File: src/rtl/fechadura_pkg.sv
// Shared keypad types and constants for the lock front end: key codes,
// digit buffer layout and debouncer states.
package fechadura_pkg;

   localparam int NUM_DIGITS = 20;

   localparam logic [3:0] DIGIT_EMPTY = 4'hF;
   localparam logic [3:0] KEY_NONE    = 4'hF;
   localparam logic [3:0] KEY_ENTER   = 4'hA;
   localparam logic [3:0] KEY_ERASE   = 4'hB;

   // digits[0] is the most recently entered digit
   typedef logic [NUM_DIGITS-1:0][3:0] senhaPac_t;

   localparam senhaPac_t SENHA_EMPTY = {NUM_DIGITS{DIGIT_EMPTY}};

   typedef enum logic [1:0] {
      ST_IDLE,
      ST_PRESS_DB,
      ST_HELD,
      ST_RELEASE_DB
   } db_state_t;

   function automatic logic is_digit(input logic [3:0] code);
      return code <= 4'd9;
   endfunction

endpackage

File: src/rtl/key_debouncer.sv
// Debounces raw keypad codes; one registered key_event per stable press, no auto-repeat.
// Event appears the cycle after the DEBOUNCE_CYCLES-th matching sample; enable low forces IDLE.
module key_debouncer
   import fechadura_pkg::*;
#(
   parameter int DEBOUNCE_CYCLES = 4
) (
   input  logic       clk,
   input  logic       rst,
   input  logic       enable,
   input  logic [3:0] tecla_value,
   output logic       key_event,
   output logic [3:0] key_code,
   output logic       key_idle
);

   localparam int CW = $clog2(DEBOUNCE_CYCLES + 1);
   localparam logic [CW-1:0] CNT_DONE = CW'(DEBOUNCE_CYCLES);
   localparam logic [CW-1:0] CNT_ONE  = CW'(1);

   db_state_t     state, state_nxt;
   logic [CW-1:0] cnt, cnt_nxt;
   logic [3:0]    code_nxt;
   logic          event_nxt;

   always_ff @(posedge clk) begin
      if (!rst) begin
         state     <= ST_IDLE;
         cnt       <= '0;
         key_code  <= KEY_NONE;
         key_event <= 1'b0;
      end else begin
         state     <= state_nxt;
         cnt       <= cnt_nxt;
         key_code  <= code_nxt;
         key_event <= event_nxt;
      end
   end

   always_comb begin
      state_nxt = state;
      cnt_nxt   = cnt;
      code_nxt  = key_code;
      event_nxt = 1'b0;
      if (!enable) begin
         state_nxt = ST_IDLE;
         cnt_nxt   = '0;
      end else begin
         case (state)
            ST_IDLE: begin
               if (tecla_value != KEY_NONE) begin
                  state_nxt = ST_PRESS_DB;
                  code_nxt  = tecla_value;
                  cnt_nxt   = CNT_ONE;
               end
            end
            ST_PRESS_DB: begin
               if (tecla_value == KEY_NONE) begin
                  state_nxt = ST_IDLE;
                  cnt_nxt   = '0;
               end else if (tecla_value != key_code) begin
                  code_nxt = tecla_value;
                  cnt_nxt  = CNT_ONE;
               end else if (cnt + CNT_ONE == CNT_DONE) begin
                  event_nxt = 1'b1;
                  state_nxt = ST_HELD;
                  cnt_nxt   = '0;
               end else begin
                  cnt_nxt = cnt + CNT_ONE;
               end
            end
            ST_HELD: begin
               if (tecla_value == KEY_NONE) begin
                  state_nxt = ST_RELEASE_DB;
                  cnt_nxt   = CNT_ONE;
               end
            end
            ST_RELEASE_DB: begin
               if (tecla_value != KEY_NONE) begin
                  state_nxt = ST_HELD;
                  cnt_nxt   = '0;
               end else if (cnt + CNT_ONE == CNT_DONE) begin
                  state_nxt = ST_IDLE;
                  cnt_nxt   = '0;
               end else begin
                  cnt_nxt = cnt + CNT_ONE;
               end
            end
            default: begin
               state_nxt = ST_IDLE;
               cnt_nxt   = '0;
            end
         endcase
      end
   end

   assign key_idle = (state == ST_IDLE);

endmodule

File: src/rtl/keypad_collector.sv
// Collects debounced digits into a shift buffer; '*' submits with a 1-cycle strobe, '#' erases.
// Buffer updates the edge after key_event; optional idle flush under KEYPAD_TIMEOUT_EN.
module keypad_collector
   import fechadura_pkg::*;
#(
   parameter int DEBOUNCE_CYCLES = 4,
   parameter int TIMEOUT_CYCLES  = 1000
) (
   input  logic       clk,
   input  logic       rst,
   input  logic       enable,
   input  logic [3:0] tecla_value,
   output senhaPac_t  digitos_value,
   output logic       digitos_valid,
   output logic [4:0] digitos_count
);

   localparam logic [4:0] COUNT_FULL = 5'(NUM_DIGITS);

   logic       key_event;
   logic [3:0] key_code;
   logic       key_idle;
   logic       timeout_hit;
   senhaPac_t  entry_q;

   key_debouncer #(.DEBOUNCE_CYCLES(DEBOUNCE_CYCLES)) u_debouncer (
      .clk         (clk),
      .rst         (rst),
      .enable      (enable),
      .tecla_value (tecla_value),
      .key_event   (key_event),
      .key_code    (key_code),
      .key_idle    (key_idle)
   );

`ifdef KEYPAD_TIMEOUT_EN
   localparam int TW = $clog2(TIMEOUT_CYCLES + 1);
   logic [TW-1:0] idle_cnt;

   // Counts only while a partial entry sits untouched with no key down
   always_ff @(posedge clk) begin
      if (!rst) begin
         idle_cnt <= '0;
      end else if (!enable || key_event || digitos_count == 5'd0 || !key_idle || timeout_hit) begin
         idle_cnt <= '0;
      end else begin
         idle_cnt <= idle_cnt + TW'(1);
      end
   end

   assign timeout_hit = enable && !key_event && key_idle && (digitos_count != 5'd0)
                        && (idle_cnt == TW'(TIMEOUT_CYCLES - 1));
`else
   localparam int unused_timeout_cycles = TIMEOUT_CYCLES;
   logic unused_key_idle;
   assign unused_key_idle = key_idle;
   assign timeout_hit     = 1'b0;
`endif

   always_ff @(posedge clk) begin
      if (!rst) begin
         entry_q       <= SENHA_EMPTY;
         digitos_count <= '0;
         digitos_value <= SENHA_EMPTY;
         digitos_valid <= 1'b0;
      end else begin
         digitos_valid <= 1'b0;
         if (!enable) begin
            entry_q       <= SENHA_EMPTY;
            digitos_count <= '0;
         end else if (key_event) begin
            if (is_digit(key_code)) begin
               entry_q <= {entry_q[NUM_DIGITS-2:0], key_code};
               if (digitos_count != COUNT_FULL)
                  digitos_count <= digitos_count + 5'd1;
            end else if (key_code == KEY_ENTER && digitos_count != 5'd0) begin
               digitos_value <= entry_q;
               digitos_valid <= 1'b1;
               entry_q       <= SENHA_EMPTY;
               digitos_count <= '0;
            end else if (key_code == KEY_ERASE && digitos_count != 5'd0) begin
               entry_q       <= {DIGIT_EMPTY, entry_q[NUM_DIGITS-1:1]};
               digitos_count <= digitos_count - 5'd1;
            end
         end else if (timeout_hit) begin
            entry_q       <= SENHA_EMPTY;
            digitos_count <= '0;
         end
      end
   end

endmodule

File: config.mk
export PLATFORM = sky130hd
export DESIGN_NAME = keypad_collector
export DESIGN_NICKNAME = d
export VERILOG_FILES = /design/src/rtl/fechadura_pkg.sv /design/src/rtl/key_debouncer.sv /design/src/rtl/keypad_collector.sv
export SDC_FILE = /design/constraint.sdc
export NUM_CORES = 1
export LEC_CHECK = 0
export ABC_AREA = 1
export CELL_PAD_IN_SITES_DETAIL_PLACEMENT = 1
export CELL_PAD_IN_SITES_GLOBAL_PLACEMENT = 2
export CORE_ASPECT_RATIO = 0.7
export CORE_MARGIN = 5
export CORE_UTILIZATION = 29
export DETAILED_ROUTE_END_ITERATION = 12
export PLACE_DENSITY_LB_ADDON = 0.1
export SYNTH_ARGS = -nofsm -noshare
export SYNTH_HDL_FRONTEND = slang
export SYNTH_SLANG_ARGS = --single-unit
File: constraint.sdc
create_clock -name clk -period 1.65 [get_ports clk]
set_input_delay 0.33 -clock clk [delete_from_list [all_inputs] [get_ports clk]]
set_output_delay 0.33 -clock clk [all_outputs]
set_load 0.02 [all_outputs]
### Yosys cells after proc, flatten, opt, wreduce, memory -nomap -nowiden

Index checks and enable logic that the tools add are counted.

| word-level totals | value |
|---|---|
| register bits | 176 |
| input port bits | 7 |
| output and inout port bits | 86 |
| word-level logic and storage cells | 116 |

| operators by class | value |
|---|---|
| add/sub/neg operators | 3 |
| magnitude comparators | 1 |
| equality and inequality tests | 18 |
| mux-type cells | 28 |
| bitwise gates (word level) | 5 |
| reduce and logical (&&, ||, !) cells | 15 |

Operators with widths:

| kind | count |
|---|---|
| 80-bit two-way mux | 3 |
| 5-bit two-way mux | 4 |
| 3-bit two-way mux | 6 |
| 2-bit two-way mux | 7 |
| 4-bit equality test, second input constant | 3 |
| 4-bit two-way mux | 3 |
| 3-bit case mux with 4 select lines | 1 |
| 5-bit AND reduction | 2 |
| 2-bit by 1-bit inequality test with 1-bit output, second input constant | 4 |
| 2-bit case mux with 4 select lines | 1 |
| 4-bit case mux with 2 select lines | 1 |
| 3-bit by 1-bit inequality test with 1-bit output, second input constant | 2 |
| 2-bit AND reduction | 3 |
| 5-bit by 1-bit adder with 5-bit output, second input constant | 1 |
| 5-bit inequality test, second input constant | 1 |
| 1-bit inverter | 5 |
| 5-bit nonzero test | 1 |
| 5-bit OR reduction | 1 |
| 5-bit by 1-bit subtractor with 5-bit output, second input constant | 1 |
| 2-bit equality test, second input constant | 2 |
| 4-bit less-or-equal comparator, second input constant | 1 |
| 4-bit inequality test | 1 |
| 4-bit inequality test, second input constant | 1 |
| 4-bit AND reduction | 1 |
| other kinds (12) | 14 |

### Logic depth before layout (Yosys ltp)

| depth | value |
|---|---|
| depth after elaboration | 6 |
| depth in mapped cells | 11 |
| gate-level depth less buffers | 11 |

### Hierarchy

From an unflattened synthesis, not the netlist that was laid out.

| unflattened totals | value |
|---|---|
| cells, all modules | 1,056 |
| area, all modules | 7,948.9 µm² |

Modules (own cells, without submodules):

| module | instances | cells each | area an instance (µm²) | sequential area each (µm²) |
|---|---|---|---|---|
| keypad_collector | 1 | 955 | 7,279.5 | 3,323.2 |
| key_debouncer | 1 | 101 | 669.4 | 200.2 |

### Least setup slack after synthesis

OpenSTA, ideal clock, no wires.

| timing path | value |
|---|---|
| path type | reg-to-reg |
| start | register digitos_count[0] |
| end | register digitos_value[12] in the netlist's numbering |
| library setup time | 0.143 ns |
| data arrival time | 1.637 ns |
| required time | 1.507 ns |
| slack | -0.131 ns |
| cell stages (with the launch flop) | 11 |
| buffers on the path | 2 |
| clock period less this slack | 1.781 ns |
| path through | dfxtp_1 > inv_1 > ha_1 > nand3_1 > nand3_2 > inv_2 > nand3_2 > buf_6 > buf_4 > nand2_1 > o211ai_2 |

| between the ends | value |
|---|---|
| longest elaborated chain between the ends | 3 |

RTL lines:

| element | line | text |
|---|---|---|
| start: declaration | keypad_collector.sv:15 | `output logic [4:0] digitos_count` |
| start signal: assignment | keypad_collector.sv:75 | `digitos_count <= digitos_count + 5'd1;` |
| start signal: assignment | keypad_collector.sv:83 | `digitos_count <= digitos_count - 5'd1;` |
| 5-bit nonzero test | keypad_collector.sv:76 | `end else if (key_code == KEY_ENTER && digitos_count != 5'd0) begin` |
| 1-bit logical AND | keypad_collector.sv:76 |  |
| 4-bit AND reduction (no line) | - |  |
| end signal: assignment | keypad_collector.sv:77 | `digitos_value <= entry_q;` |
| end: declaration | keypad_collector.sv:13 | `output senhaPac_t digitos_value,` |

Every way passes these cells.
A chain may end at the register's enable or synchronous reset.

### Worst setup path after layout

| timing path | value |
|---|---|
| start | register digitos_count[0] |
| end | register digitos_value[36] in the netlist's numbering |

Same word-level chain as after synthesis.

==> impl_metrics.yaml <==
global_route:
  use_met1: 0.270
  grt.busiest_layer: "met1"
  grt_pass1_vias: 6734
  grt-ovfl-total: 0
  grt_max_degree: 57
  grt_usage: 0.165
  grt_pass1_wl_um: 39100
  antenna_found_initial: 0
  grtUsageMet2: 0.214
  grt.met3_usage: 0.0337
clock_network:
  htreeDepth: 4
  cts_buffer_depth: 2
  cts.sinks: 176
  clock_tree.root_cell: "clkbuf_16"
  clk_latency_ps: 440
  clk_pin_slew_ps: 70
  numCtsBuffers: 17
  cts_tree: "yes"
synth:
  synth_fp_nets: 968
  syn_area_um2: 7560
  synth-seq-cells: 176
  ys_seq_area_frac: 0.466
  ys_warn_count: 0
  synth.distinct_cells: 29
  avgSynthCellArea_um2: 7.91
  synth_cells: 956
setup_path:
  arrival_ps: 1990
  cp_top_family: "buffers and inverters"
  crit_chain: "inv_4, ha_4, nand3_4, nand3_4, inv_4, nand3_4, buf_12, buf_12, buf_12, nand2_4, o211ai_2"
  path_buf_inv: 5
  cp_max_fo: 8
  cp-start-kind: "flop"
  worstPathRequired_ps: 1960
  critPathKind: "flop to flop"
  cpPeakStageDelay_ps: 360
  cp-end-kind: "flop"
  cp_slowest_cell: "dfxtp_4"
flow_run:
  maxCapViolCount: 0
floorplan:
  fp.dieH_um: 145
  io_pins: 93
  die_area_um2: 29400
  std_cell_rows: 49
  start_util: 0.294
  die-width_um: 203
  core_area_um2: 25700
power_and_ir_drop:
  irDropWorstVdd_mv: 0.724
  p_leak_nw: 4.88
  powerDensity_nw_per_um2: 857
  total_power_mw: 9.30
sta:
  fmax_ghz: 0.594
  rsz0062_at_grt: "true"
  slew_headroom: 0.687
  finalCriticalPeriod_ps: 1680
  setup_violations: 44
  fin_crit_sh: 1.02
  skew_ps: 7.64
  hold_viol: 0
  tightest_slew_ps: 469
  setup_slack_ps: -34.1
  hold_ws_ps: 389
  finalMaxSlewViolations: 0
placed_design:
  gp_congestion: 0.754
  post-place-ws_ps: -267
  port_buffers: 92
  dpl-instance-area_um2: 9270
  dp_hpwl_um: 15900
route:
  ant_nets: 0
  drt_iter0_drc: 345
  drt_wl_total_um: 25700
  routedWlPerCell_um: 17.9
  viasPerCell: 4.78
  route.detailed.drc: 0
  vias: 6870
  drtPass1Iterations: 4
status:
  outcome: "finished, violations left"
  violations: "negative setup slack"
hold_path:
  min_path_type: "input port to flop"
cells_and_area:
  synthToLayoutAreaGrowth_pct: 43.5
  final_cell_mix: "dfxtp_1 (171), nand2_1 (125), inv_1 (85), dlygate4sd2_1 (85), a21oi_1 (82)"
  fin_area_um2: 10900
  final_common_cell: "dfxtp_1"
  final_nets: 1107
  drive_above_1_share: 0.240
  diodes: 0
## cell families after synthesis
family / after synthesis / synth area share
AOI/OAI and AO/OA: 309 / 0.266
and+or+nand+nor: 302 / 0.160
adders and majority gates: 5 / 0.00828
DFF: 176 / 0.466
buffers and inverters: 160 / 0.0950
xor gates and xnor gates: 4 / 0.00463
## per-layer routing
metal | share of wire | up-vias
li1 | - | 3470
met1 | 0.57 | 3300
met2 | 0.39 | 95
met3 | 0.034 | 5
met4 | 0.0031 | 0
met5 | 0 | -
## synth_stat cells
library cell,n,area share
ha_1,5,0.0083
nand3_1,32,0.021
o22ai_1,4,0.0033
nand2_2,4,0.0033
nor2_2,1,0.00083
o211ai_2,59,0.098
clkbuf_1,29,0.014
nor3_1,1,0.00066
a31oi_1,1,0.00083
nand3_2,3,0.0040
a211oi_1,1,0.00099
buf_1,1,0.00050
nand3b_1,1,0.00099
o21ai_1,49,0.032
nand2_1,161,0.080
buf_2,22,0.015
and3_1,1,0.00083
a21oi_1,84,0.056
clkinv_1,1,0.00050
o211ai_1,3,0.0030
xor2_1,4,0.0046
o21ai_0,107,0.071
inv_2,2,0.00099
inv_1,88,0.044
o21bai_1,1,0.00099
buf_4,10,0.0099
dfxtp_1,176,0.47
buf_6,7,0.010
nor2_1,98,0.049
## registers in the layout, summed over array words and instances (netlist names), named ones only
register	cells
digitos_count	5
digitos_valid	1
u_debouncer.state	1
u_debouncer.key_event	1
u_debouncer.cnt	3
digitos_value	80
entry_q	80
u_debouncer.key_code	4
## worst paths after layout
path	startpoint	endpoint	slack (ps)	cells past startpoint
worst max-delay path	digitos_count[0]	digitos_value[36]	-30	11
worst max register to register	digitos_count[0]	digitos_value[36]	-30	11
worst min-delay path	rst	digitos_value[5]	390	3
worst min register to register	digitos_value[65]	digitos_value[65]	450	2
## area by class of cell
class	instances	area, µm²
multi-input cells	620	3670
clock inverters	5	125
fillers	2996	14800
inverters	91	367
clock buffers	25	505
flip-flops and latches	176	3530
repair buffers	189	2230
well taps	331	414
## per-stage QoR
step           setup TNS [ps]  instances  utilization
2_1_floorplan               0        956            -
3_3_place_gp            -5510       1375        0.361
3_5_place_dp            -6780       1375        0.361
4_1_cts                  -870       1421        0.403
5_1_grt                -11820       1437        0.422
6_report                 -908       1437        0.422
## worst reg2reg max path: stages, from the launching register on
cell,delay (ps)
dfxtp_4,360
inv_4,40
ha_4,160
nand3_4,100
nand3_4,90
inv_4,70
nand3_4,120
buf_12,180
buf_12,150
buf_12,170
nand2_4,50
o211ai_2,60
## what timing repair did
action	4_1_cts	5_1_grt
buffers inserted	8	7
hold buffers	0	0
endpoints found under the setup margin	240	157
gates cloned	8	11
resized for setup	169	82
pin swaps	2	32
## where the power goes
| group | switching (mW) | internal, mW | total, mW | leakage [nW] |
|---|---|---|---|---|
| sequential | 0.0119 | 4.26 | 4.27 | 1.43 |
| clock | 1.72 | 2.72 | 4.44 | 0.309 |
| combinational | 0.353 | 0.235 | 0.588 | 3.14 |
| total | 2.08 | 7.22 | 9.30 | 4.88 |
No activity file was read; power rests on OpenSTA's default activity.
